===== src/rtl/cpu_pkg.sv =====
// Shared constants and types for the 16-bit CPU control path.
package cpu_pkg;

  localparam int CPU_ADDR_W = 4;
  localparam int CPU_PC_W   = 6;
  localparam int CPU_FS_W   = 3;

  localparam logic [3:0] OP_ADD  = 4'd0;
  localparam logic [3:0] OP_SUB  = 4'd1;
  localparam logic [3:0] OP_AND  = 4'd2;
  localparam logic [3:0] OP_OR   = 4'd3;
  localparam logic [3:0] OP_XOR  = 4'd4;
  localparam logic [3:0] OP_NOT  = 4'd5;
  localparam logic [3:0] OP_SLA  = 4'd6;
  localparam logic [3:0] OP_SRA  = 4'd7;
  localparam logic [3:0] OP_ADDI = 4'd8;
  localparam logic [3:0] OP_LD   = 4'd9;
  localparam logic [3:0] OP_ST   = 4'd10;
  localparam logic [3:0] OP_LDI  = 4'd11;
  localparam logic [3:0] OP_BZ   = 4'd12;
  localparam logic [3:0] OP_BNZ  = 4'd13;
  localparam logic [3:0] OP_JAL  = 4'd14;
  localparam logic [3:0] OP_HALT = 4'd15;

  localparam logic [CPU_FS_W-1:0] FS_ADD = 3'd0;
  localparam logic [CPU_FS_W-1:0] FS_SUB = 3'd1;
  localparam logic [CPU_FS_W-1:0] FS_AND = 3'd2;
  localparam logic [CPU_FS_W-1:0] FS_OR  = 3'd3;
  localparam logic [CPU_FS_W-1:0] FS_XOR = 3'd4;
  localparam logic [CPU_FS_W-1:0] FS_NOT = 3'd5;
  localparam logic [CPU_FS_W-1:0] FS_SLA = 3'd6;
  localparam logic [CPU_FS_W-1:0] FS_SRA = 3'd7;

  localparam logic [1:0] SOURCE_F         = 2'd0;
  localparam logic [1:0] SOURCE_PC        = 2'd1;
  localparam logic [1:0] SOURCE_RAM       = 2'd2;
  localparam logic [1:0] SOURCE_IMMEDIATE = 2'd3;

  typedef enum logic [2:0] {FETCH, DECODE, EXEC, MEMWAIT, WB, HALT} state_t;

  typedef enum logic [2:0] {CLS_ALU, CLS_LD, CLS_ST, CLS_BR, CLS_JAL, CLS_HALT} iclass_t;

  typedef struct packed {
    logic [CPU_FS_W-1:0] fs;
    logic                mb;
    logic [1:0]          rsrc;
    logic                wr;    // instruction writes R[DA] in WB
    logic                brnz;  // branch sense: 1 = BNZ
    iclass_t             cls;
  } ctrl_t;

endpackage


===== src/rtl/cpu_control_unit_if.sv =====
// Control-unit <-> datapath/instruction-memory bundle.
interface cpu_control_unit_if #(
  parameter int ADDR_W = 4,
  parameter int PC_W   = 6,
  parameter int FS_W   = 3
);
  logic [PC_W-1:0]   instr_addr;
  logic [15:0]       instr_data;
  logic [ADDR_W-1:0] DA, AA, BA;
  logic [FS_W-1:0]   FS;
  logic              MB;
  logic [1:0]        resultSource;
  logic              RW, MW;
  logic [PC_W-1:0]   PC;
  logic [15:0]       Dout, Aout;
  logic              halted;

  modport master (
    output instr_addr, DA, AA, BA, FS, MB, resultSource, RW, MW, PC, halted,
    input  instr_data, Dout, Aout
  );
  modport slave (
    input  instr_addr, DA, AA, BA, FS, MB, resultSource, RW, MW, PC, halted,
    output instr_data, Dout, Aout
  );
endinterface


===== src/rtl/cpu_decoder.sv =====
// Combinational opcode -> control word and instruction class.
module cpu_decoder
  import cpu_pkg::*;
(
  input  logic [3:0] op,
  output ctrl_t      cw
);
  always_comb begin
    cw     = '0;
    cw.cls = CLS_ALU;
    if (!op[3]) begin
      cw.fs = op[2:0];
      cw.wr = 1'b1;
    end else begin
      case (op)
        OP_ADDI: begin cw.fs = FS_ADD; cw.mb = 1'b1; cw.wr = 1'b1; end
        OP_LD:   begin cw.rsrc = SOURCE_RAM; cw.wr = 1'b1; cw.cls = CLS_LD; end
        OP_ST:   cw.cls = CLS_ST;
        OP_LDI:  begin cw.rsrc = SOURCE_IMMEDIATE; cw.wr = 1'b1; end
        OP_BZ:   cw.cls = CLS_BR;
        OP_BNZ:  begin cw.cls = CLS_BR; cw.brnz = 1'b1; end
        OP_JAL:  begin cw.rsrc = SOURCE_PC; cw.wr = 1'b1; cw.cls = CLS_JAL; end
        default: cw.cls = CLS_HALT;
      endcase
    end
  end
endmodule


===== src/rtl/cpu_control_unit.sv =====
// Multi-cycle sequencer: owns PC and IR, drives the datapath control word.
// Optional single-step mode: define CPU_CTRL_SINGLE_STEP_EN.
module cpu_control_unit
  import cpu_pkg::*;
#(
  parameter int ADDR_W = CPU_ADDR_W,
  parameter int PC_W   = CPU_PC_W,
  parameter int FS_W   = CPU_FS_W
) (
  input  logic clk,
  input  logic reset,
`ifdef CPU_CTRL_SINGLE_STEP_EN
  input  logic step,
`endif
  cpu_control_unit_if.master bus
);
  state_t          state, state_d;
  logic [15:0]     ir;
  logic [PC_W-1:0] pc, pc_d, pc_inc;
  ctrl_t           cw;
  logic            go, taken;

  cpu_decoder u_dec (.op(ir[15:12]), .cw(cw));

`ifdef CPU_CTRL_SINGLE_STEP_EN
  logic step_q;
  always_ff @(posedge clk) begin
    if (!reset) step_q <= 1'b0;
    else        step_q <= step;
  end
  assign go = step & ~step_q;
`else
  assign go = 1'b1;
`endif

  assign pc_inc = pc + 1'b1;
  assign taken  = cw.brnz ? (bus.Dout != 16'd0) : (bus.Dout == 16'd0);

  always_ff @(posedge clk) begin
    if (!reset) begin
      state <= FETCH;
      pc    <= '0;
      ir    <= '0;
    end else begin
      state <= state_d;
      pc    <= pc_d;
      if (state == DECODE) ir <= bus.instr_data;
    end
  end

  always_comb begin
    state_d = state;
    pc_d    = pc;
    case (state)
      FETCH:   if (go) state_d = DECODE;
      DECODE:  state_d = EXEC;
      EXEC: begin
        case (cw.cls)
          CLS_LD:   state_d = MEMWAIT;
          CLS_ST:   begin pc_d = pc_inc; state_d = FETCH; end
          // low PC_W bits of the 8-bit offset give the same modular sum as sext8
          CLS_BR:   begin pc_d = pc_inc + (taken ? ir[PC_W-1:0] : '0); state_d = FETCH; end
          CLS_HALT: state_d = HALT;
          default:  state_d = WB;
        endcase
      end
      MEMWAIT: state_d = WB;
      WB: begin
        pc_d    = (cw.cls == CLS_JAL) ? bus.Aout[PC_W-1:0] : pc_inc;
        state_d = FETCH;
      end
      HALT:    state_d = HALT;
      default: state_d = FETCH;
    endcase
  end

  // Enables are gated by reset so a reset landing in WB/EXEC suppresses the write.
  assign bus.RW           = reset && (state == WB) && cw.wr;
  assign bus.MW           = reset && (state == EXEC) && (cw.cls == CLS_ST);
  assign bus.instr_addr   = pc;
  assign bus.PC           = pc;
  assign bus.DA           = ir[8 +: ADDR_W];
  assign bus.AA           = ir[4 +: ADDR_W];
  assign bus.BA           = ir[0 +: ADDR_W];
  assign bus.FS           = cw.fs;
  assign bus.MB           = cw.mb;
  assign bus.resultSource = cw.rsrc;
  assign bus.halted       = (state == HALT);

  logic unused_aout;
  assign unused_aout = &{1'b0, bus.Aout[15:PC_W]};
endmodule


===== src/flat_wrapper.sv =====
// flat-port wrapper written by rule: the top's interface ports become plain ports
module cpu_control_unit_flat import cpu_pkg::*;
#(
  parameter int ADDR_W = CPU_ADDR_W,
  parameter int PC_W   = CPU_PC_W,
  parameter int FS_W   = CPU_FS_W
)
  (clk, reset, bus_instr_addr, bus_DA, bus_AA, bus_BA, bus_FS, bus_MB, bus_resultSource, bus_RW, bus_MW, bus_PC, bus_halted, bus_instr_data, bus_Dout, bus_Aout);
  cpu_control_unit_if #(.ADDR_W(ADDR_W), .PC_W(PC_W), .FS_W(FS_W)) bus_i ();
  input  logic clk;
  input  logic reset;
  output wire logic [$bits(bus_i.instr_addr)-1:0] bus_instr_addr;
  output wire logic [$bits(bus_i.DA)-1:0] bus_DA;
  output wire logic [$bits(bus_i.AA)-1:0] bus_AA;
  output wire logic [$bits(bus_i.BA)-1:0] bus_BA;
  output wire logic [$bits(bus_i.FS)-1:0] bus_FS;
  output wire logic [$bits(bus_i.MB)-1:0] bus_MB;
  output wire logic [$bits(bus_i.resultSource)-1:0] bus_resultSource;
  output wire logic [$bits(bus_i.RW)-1:0] bus_RW;
  output wire logic [$bits(bus_i.MW)-1:0] bus_MW;
  output wire logic [$bits(bus_i.PC)-1:0] bus_PC;
  output wire logic [$bits(bus_i.halted)-1:0] bus_halted;
  input wire logic [$bits(bus_i.instr_data)-1:0] bus_instr_data;
  input wire logic [$bits(bus_i.Dout)-1:0] bus_Dout;
  input wire logic [$bits(bus_i.Aout)-1:0] bus_Aout;
  assign bus_instr_addr = bus_i.instr_addr;
  assign bus_DA = bus_i.DA;
  assign bus_AA = bus_i.AA;
  assign bus_BA = bus_i.BA;
  assign bus_FS = bus_i.FS;
  assign bus_MB = bus_i.MB;
  assign bus_resultSource = bus_i.resultSource;
  assign bus_RW = bus_i.RW;
  assign bus_MW = bus_i.MW;
  assign bus_PC = bus_i.PC;
  assign bus_halted = bus_i.halted;
  assign bus_i.instr_data = bus_instr_data;
  assign bus_i.Dout = bus_Dout;
  assign bus_i.Aout = bus_Aout;
  cpu_control_unit #(.ADDR_W(ADDR_W), .PC_W(PC_W), .FS_W(FS_W)) u_core (.clk(clk), .reset(reset), .bus(bus_i));
endmodule

===== config.mk =====
export PLATFORM = sky130hd
export DESIGN_NAME = cpu_control_unit_flat
export DESIGN_NICKNAME = d
export VERILOG_FILES = /design/src/rtl/cpu_pkg.sv /design/src/rtl/cpu_control_unit_if.sv /design/src/rtl/cpu_decoder.sv /design/src/rtl/cpu_control_unit.sv /design/src/flat_wrapper.sv
export SDC_FILE = /design/constraint.sdc
export NUM_CORES = 1
export LEC_CHECK = 0
export BUFFER_PORTS_ARGS = -buffer_cell sky130_fd_sc_hd__buf_4
export CAP_MARGIN = 20
export CORE_MARGIN = 5
export CORE_UTILIZATION = 30
export CTS_BUF_LIST = sky130_fd_sc_hd__clkbuf_4
export DETAILED_ROUTE_END_ITERATION = 12
export PLACE_DENSITY = 0.53
export SLEW_MARGIN = 10
export SYNTH_ARGS = -nofsm -noshare
export SYNTH_HDL_FRONTEND = slang
export SYNTH_SLANG_ARGS = --single-unit

===== constraint.sdc =====
create_clock -name clk -period 3.35 [get_ports clk]
set_input_delay 0.335 -clock clk [delete_from_list [all_inputs] [get_ports clk]]
set_output_delay 0.335 -clock clk [all_outputs]
set_load 0.1 [all_outputs]

* Word level (Yosys, flattened, before mapping)
Index checks and enable logic that the tools add are counted.
** Word-level totals
- Word-level logic and storage cells :: 52
- Register bits after elaboration :: 25
- Output and inout port bits :: 33
- Input port bits :: 50
** Cells by class
- Reductions and logical operators :: 13
- Add/sub/neg operators :: 2
- Muxes and demuxes :: 16
- Eq/ne operators :: 18
** Operators with widths (number)
- case mux 3 bit (5 select lines) :: 2
- equality test 4 bit (second input constant) :: 7
- case mux 6 bit (2 select lines) :: 2
- zero test 16 bit :: 1
- nonzero test 16 bit :: 1
- equality test 3 x 2 -> 1 bit (second input constant) :: 4
- equality test 3 bit (second input constant) :: 4
- two-way mux 6 bit :: 2
- case mux 3 bit (3 select lines) :: 1
- adder 6 x 1 -> 6 bit (second input constant) :: 1
- adder 6 bit :: 1
- equality test 3 x 1 -> 1 bit (second input constant) :: 2
- two-way mux 3 bit :: 2
- case mux 2 bit (3 select lines) :: 1
- OR reduction 2 bit :: 3
- two-way mux 1 bit :: 5
- logical AND 1 bit :: 4
- two-way mux 4 bit :: 1
- OR reduction 4 bit :: 1
- zero test 3 bit :: 1
- inequality test 3 bit (second input constant) :: 1
- AND reduction 2 bit :: 1
- nonzero test 2 bit :: 1

* Longest topological paths before layout
- Word-level depth :: 9
- Mapped depth :: 14
- Depth with buffers taken out :: 13

* Hierarchy
A second synthesis with hierarchy kept.
** Second synthesis, totals
- Cells, all modules :: 236
- Area, all modules :: 1836.8 um^2
** By module, submodules not included
- cpu_control_unit :: cells each 213, sequential area each 500.5 um^2, times used 1, area each 1697.9 um^2
- cpu_decoder :: cells each 23, sequential area each 0.0 um^2, times used 1, area each 138.9 um^2

* Worst setup path before layout
Ideal clock, no wire load.
- Path kind :: register -> output
- From :: register u_core.ir[14]
- To :: output port bus_MW
- Stages on the path, launching flop included :: 4
- Required time :: 3015 ps
- Setup slack :: -569 ps
- Arrival :: 3584 ps
- Path buffers :: 1
- Path through :: dfxtp_1 > buf_6 > nand2b_1 > nor4_1
** Between the ends
- Longest elaborated chain between the ends :: 6
- Elaborated cells between the ends (all ways) :: 13
- Those cells by class :: 8 x eq/ne; 2 x mux; 3 x reduce/logical
** Ends and longest elaborated chain
- from (decl) :: line cpu_control_unit.sv:18 : logic [15:0] ir;
- from (signal assigned) :: line cpu_control_unit.sv:47 : if (state == DECODE) ir <= bus.instr_data;
- equality test 4 bit :: line cpu_decoder.sv:15 : case (op)
- OR reduction 2 bit (no source line)
- case mux 3 bit (5 select lines) * :: line cpu_decoder.sv:15
- two-way mux 4 bit * :: line cpu_decoder.sv:11 : if (!op[3]) begin
- equality test 3 x 2 -> 1 bit * :: line cpu_control_unit.sv:79 : assign bus.MW = reset && (state == EXEC) && (cw.cls == CLS_ST);
- logical AND 1 bit * :: line cpu_control_unit.sv:79
- to (decl) :: line flat_wrapper.sv:20 : output wire logic [$bits(bus_i.MW)-1:0] bus_MW;
Every way passes the cells marked *; elsewhere a longest branch is shown, timed or not.

* Worst setup path after layout
- From :: register u_core.ir[12]
- To :: register u_core.pc[4], in the netlist u_core.bus.PC[4]
** Between the ends
- Longest elaborated chain between the ends :: 8
- Elaborated cells between the ends (all ways) :: 23
- Those cells by class :: 1 x add/sub; 11 x eq/ne; 8 x mux; 3 x reduce/logical
** Ends and longest elaborated chain
- equality test 4 bit :: line cpu_decoder.sv:15
- two-way mux 1 bit :: line cpu_decoder.sv:15
- two-way mux 4 bit * :: line cpu_decoder.sv:11
- two-way mux 1 bit :: line cpu_control_unit.sv:37 : assign taken = cw.brnz ? (bus.Dout != 16'd0) : (bus.Dout == 16'd0);
- two-way mux 6 bit :: line cpu_control_unit.sv:62 : CLS_BR: begin pc_d = pc_inc + (taken ? ir[PC_W-1:0] : '0); state_d = FETCH; end
- adder 6 bit :: line cpu_control_unit.sv:62
- case mux 6 bit (2 select lines) :: line cpu_control_unit.sv:58 : case (cw.cls)
- case mux 6 bit (2 select lines) :: line cpu_control_unit.sv:54 : case (state)
- to (signal assigned) :: line cpu_control_unit.sv:46 : pc <= pc_d;
- to (decl) :: line cpu_control_unit.sv:19 : logic [PC_W-1:0] pc, pc_d, pc_inc;
Marks and branches as above.
A chain may end at the register's enable or synchronous reset.

==> flow_metrics.py <==
metrics = {
    "global_routing": {
        "grt_overflow_total": 0,
        "top_usage_layer": "met2",
        "grt_usage": 0.120,
        "antenna_found_initial": 0,
        "grt_max_degree": 30,
        "grt_first_pass_wirelength_mm": 7.52,
        "use_met1": 0.164,
        "first_global_vias": 1618,
        "grt.met3_usage": 0.0198,
        "grt_use_met2": 0.193,
    },
    "sta": {
        "holdWs_ns": 0.232,
        "rsz0062_at_grt": "false",
        "fmax_mhz": 371,
        "setup_viol": 0,
        "drv_slew": 0,
        "max-slew-margin-rel": 0.570,
        "fin_crit_ns": 2.70,
        "clock_skew_ns": 0.00690,
        "fin_crit_sh": 0.805,
        "worstMarginPinSlew_ns": 0.645,
        "setup_tns_ns": 0,
        "hold_violations": 0,
    },
    "synth": {
        "yosys.area.top_type": "dfxtp_1",
        "syn_nets": 286,
        "ys_seq_area_frac": 0.273,
        "ys_warn_count": 0,
        "synthFlopType": "dfxtp_1",
        "synth_cell_type_count": 52,
        "ys_seq_elements": 25,
        "synth.avg_cell_area_um2": 8.00,
        "synth_edf_count": 0,
        "synth.area.top_cells": "dfxtp_1 27%, nand2_1 10%, buf_4 8.6%",
        "yosysTopAreaCellShare": 0.273,
        "async_reset_ff_frac": 0,
        "syn_inst": 229,
        "synth_area_mm2": 0.00183,
    },
    "clock_tree": {
        "clk_pin_slew_worst_paths_ns": 0.16,
        "clock_sinks": 25,
        "h-tree-depth": 1,
        "clk_path_buf_depth": 2,
        "cts_tree": "yes",
        "ctsHoldBuffers": 0,
        "cts-root-buf": "clkbuf_4",
        "worstSkewPairLatency_ns": 0.33,
        "cts_setup_buffers": 0,
        "numCtsBuffers": 3,
        "ctsResizeCount": 0,
    },
    "critical_path": {
        "critPathCaptureType": "flip-flop",
        "timing.rr.start": "u_core.ir[12]",
        "required_ns": 3.63,
        "slowest_stage": "dfxtp_1",
        "timing.rr.end": "u_core.bus.PC[4]",
        "slowest_delay_ns": 0.50,
        "critPathKind": "flip-flop to flip-flop",
        "crit_chain": "inv_1 -> nor2_1 -> xnor2_1 -> and2_1 -> ha_1 -> inv_1 -> fa_1 -> inv_1 -> a21o_1 -> a21oi_1 -> xor2_1 -> a211o_1 -> a21boi_2",
        "reg2regPathDepth": 13,
        "critPathMaxFanout": 8,
        "regToRegSetupSlack_ns": 0.65,
        "arrival_ns": 2.98,
        "worstSetupStartpoint": "u_core.ir[12]",
        "crit_top_cell": "inv_1",
        "startpoint_type": "flip-flop",
    },
    "final_layout": {
        "nets": 340,
        "fin_cells": 357,
        "antenna_cells": 0,
        "area_delta_synth_final_pct": 27.7,
        "fin_util": 0.395,
        "fillers": 651,
        "layout-drive-gt1-share": 0.344,
    },
    "pwr": {
        "max-vdd-ir-drop_v": 0.000195,
        "power.density_mw_per_mm2": 364,
        "leakagePower_nw": 1.09,
    },
    "min_path": {
        "hold_path_end": "u_core.ir[11]",
        "hp-start": "bus_instr_data[11]",
        "hold_path_depth": 3,
        "min-delay-path-class": "input port to flip-flop",
    },
    "placed_design": {
        "place_congestion": 0.730,
        "hpwl_mm": 3.64,
        "io_buffers": 72,
        "placed_cells": 353,
    },
    "floorplanning": {
        "die_w_um": 88.2,
        "dieArea_mm2": 0.00777,
        "io_pins": 83,
        "initial_utilization": 0.310,
        "rows": 28,
        "die_h_um": 88.2,
        "core-area_mm2": 0.00592,
    },
    "drt": {
        "drc": 0,
        "drt_first_pass_iters": 4,
        "vias_per_cell": 4.61,
        "wl_mm": 4.58,
        "post_drt_wl_per_cell_um": 12.8,
        "drt_iter0_markers": 52,
        "ant_nets": 0,
        "vias": 1646,
    },
    "flow_run": {
        "maxCapViolations": 0,
    },
    "outcome": {
        "outcome": "finished, final reports clean",
    },
}
==> area by class of cell <==
cell class | instances | area [µm²] | share of cell area
clock inverter | 1 | 7.51 | 0.00321
timing repair buffer | 77 | 578 | 0.247
inverter | 9 | 33.8 | 0.0144
clock buffer | 3 | 22.5 | 0.00962
tap | 75 | 93.8 | 0.0401
multi-input combinational | 167 | 1100 | 0.472
sequential | 25 | 500 | 0.214
==> through the flow <==
step                worst slack, ns  power, mW  cell area [µm²]
floorplan                     0.334      0.638             1840
global placement              0.245      0.711             2310
detailed placement            0.237      0.712             2310
CTS                           0.576      0.861             2340
global route                  0.221      0.896             2340
finish                        0.654      0.851             2340
==> cells in the final DEF (no fill, tap or decap), types with 2 or more instances in the layout <==
cell type,synthesis,layout
a21oi_1,3,3
o31ai_1,2,2
nand2b_1,3,3
xnor2_1,6,6
nand2_1,49,49
nor4_1,6,5
nor2b_1,4,4
nand3_1,4,4
inv_1,9,9
o21ai_0,6,6
buf_4,21,77
a31oi_1,2,2
and3_1,2,2
nor2_1,13,13
a21o_1,2,2
dfxtp_1,25,25
ha_1,6,6
xor2_1,4,4
clkbuf_4,0,3
a21boi_0,16,16
nor3b_2,2,2
and2_1,7,7
o22ai_1,3,3
==> sequential cells by signal, summed over array words and instances (netlist names) <==
signal / cells
u_core.ir: 16
u_core.state: 3
u_core.bus.PC: 6
==> critical path: cells and delay by family (launching register included) <==
kind                     cells  cell delay (ns)
adder cells (fa/ha/maj)      2             0.55
flip-flops                   1             0.50
AO/OA/AOI/OAI                4             0.61
buffers and inverters        3             0.27
XOR/XNOR                     2             0.36
AND/OR/NAND/NOR              2             0.35
==> cell usage after synthesis, types with 3 or more instances <==
| cell type | n |
|---|---|
| buf_4 | 21 |
| xnor2_1 | 6 |
| nand2b_1 | 3 |
| ha_1 | 6 |
| nor2_1 | 13 |
| dfxtp_1 | 25 |
| nand2_1 | 49 |
| a21boi_0 | 16 |
| xor2_1 | 4 |
| clkbuf_1 | 4 |
| o22ai_1 | 3 |
| nor2b_1 | 4 |
| and2_1 | 7 |
| o21ai_0 | 6 |
| a21oi_1 | 3 |
| nor4_1 | 6 |
| nand3_1 | 4 |
| inv_1 | 9 |
==> per-layer routing <==
| metal | vias to the layer above | share of wire |
|---|---|---|
| li1 | 867 | - |
| met1 | 730 | 0.46 |
| met5 | - | 0 |
| met3 | 2 | 0.076 |
| met4 | 0 | 0.0087 |
| met2 | 47 | 0.45 |
==> kinds of logic after synthesis <==
kind of cell / count (synthesis) / share of synthesized area
and+or+nand+nor: 100 / 0.288
AOI/OAI and AO/OA: 49 / 0.206
buffers and inverters: 37 / 0.128
DFF: 25 / 0.273
xor gates and xnor gates: 10 / 0.0478
adders and majority gates: 7 / 0.0519
muxes: 1 / 0.00546
==> power by group <==
part	internal (mW)	total (mW)	switching (mW)
logic	0.104	0.357	0.252
registers	0.322	0.344	0.0223
clock network	0.0457	0.151	0.105
==> how the worst max path moves through the flow <==
stage                             endpoint  slack (ns)
after CTS                 u_core.bus.PC[4]        0.58
after detailed placement  u_core.bus.PC[3]        0.24
after global placement    u_core.bus.PC[3]        0.24
final                     u_core.bus.PC[4]        0.65
after global routing      u_core.bus.PC[3]        0.22
after floorplan                     bus_MB        0.33
(Power assumes the default switching activity.)
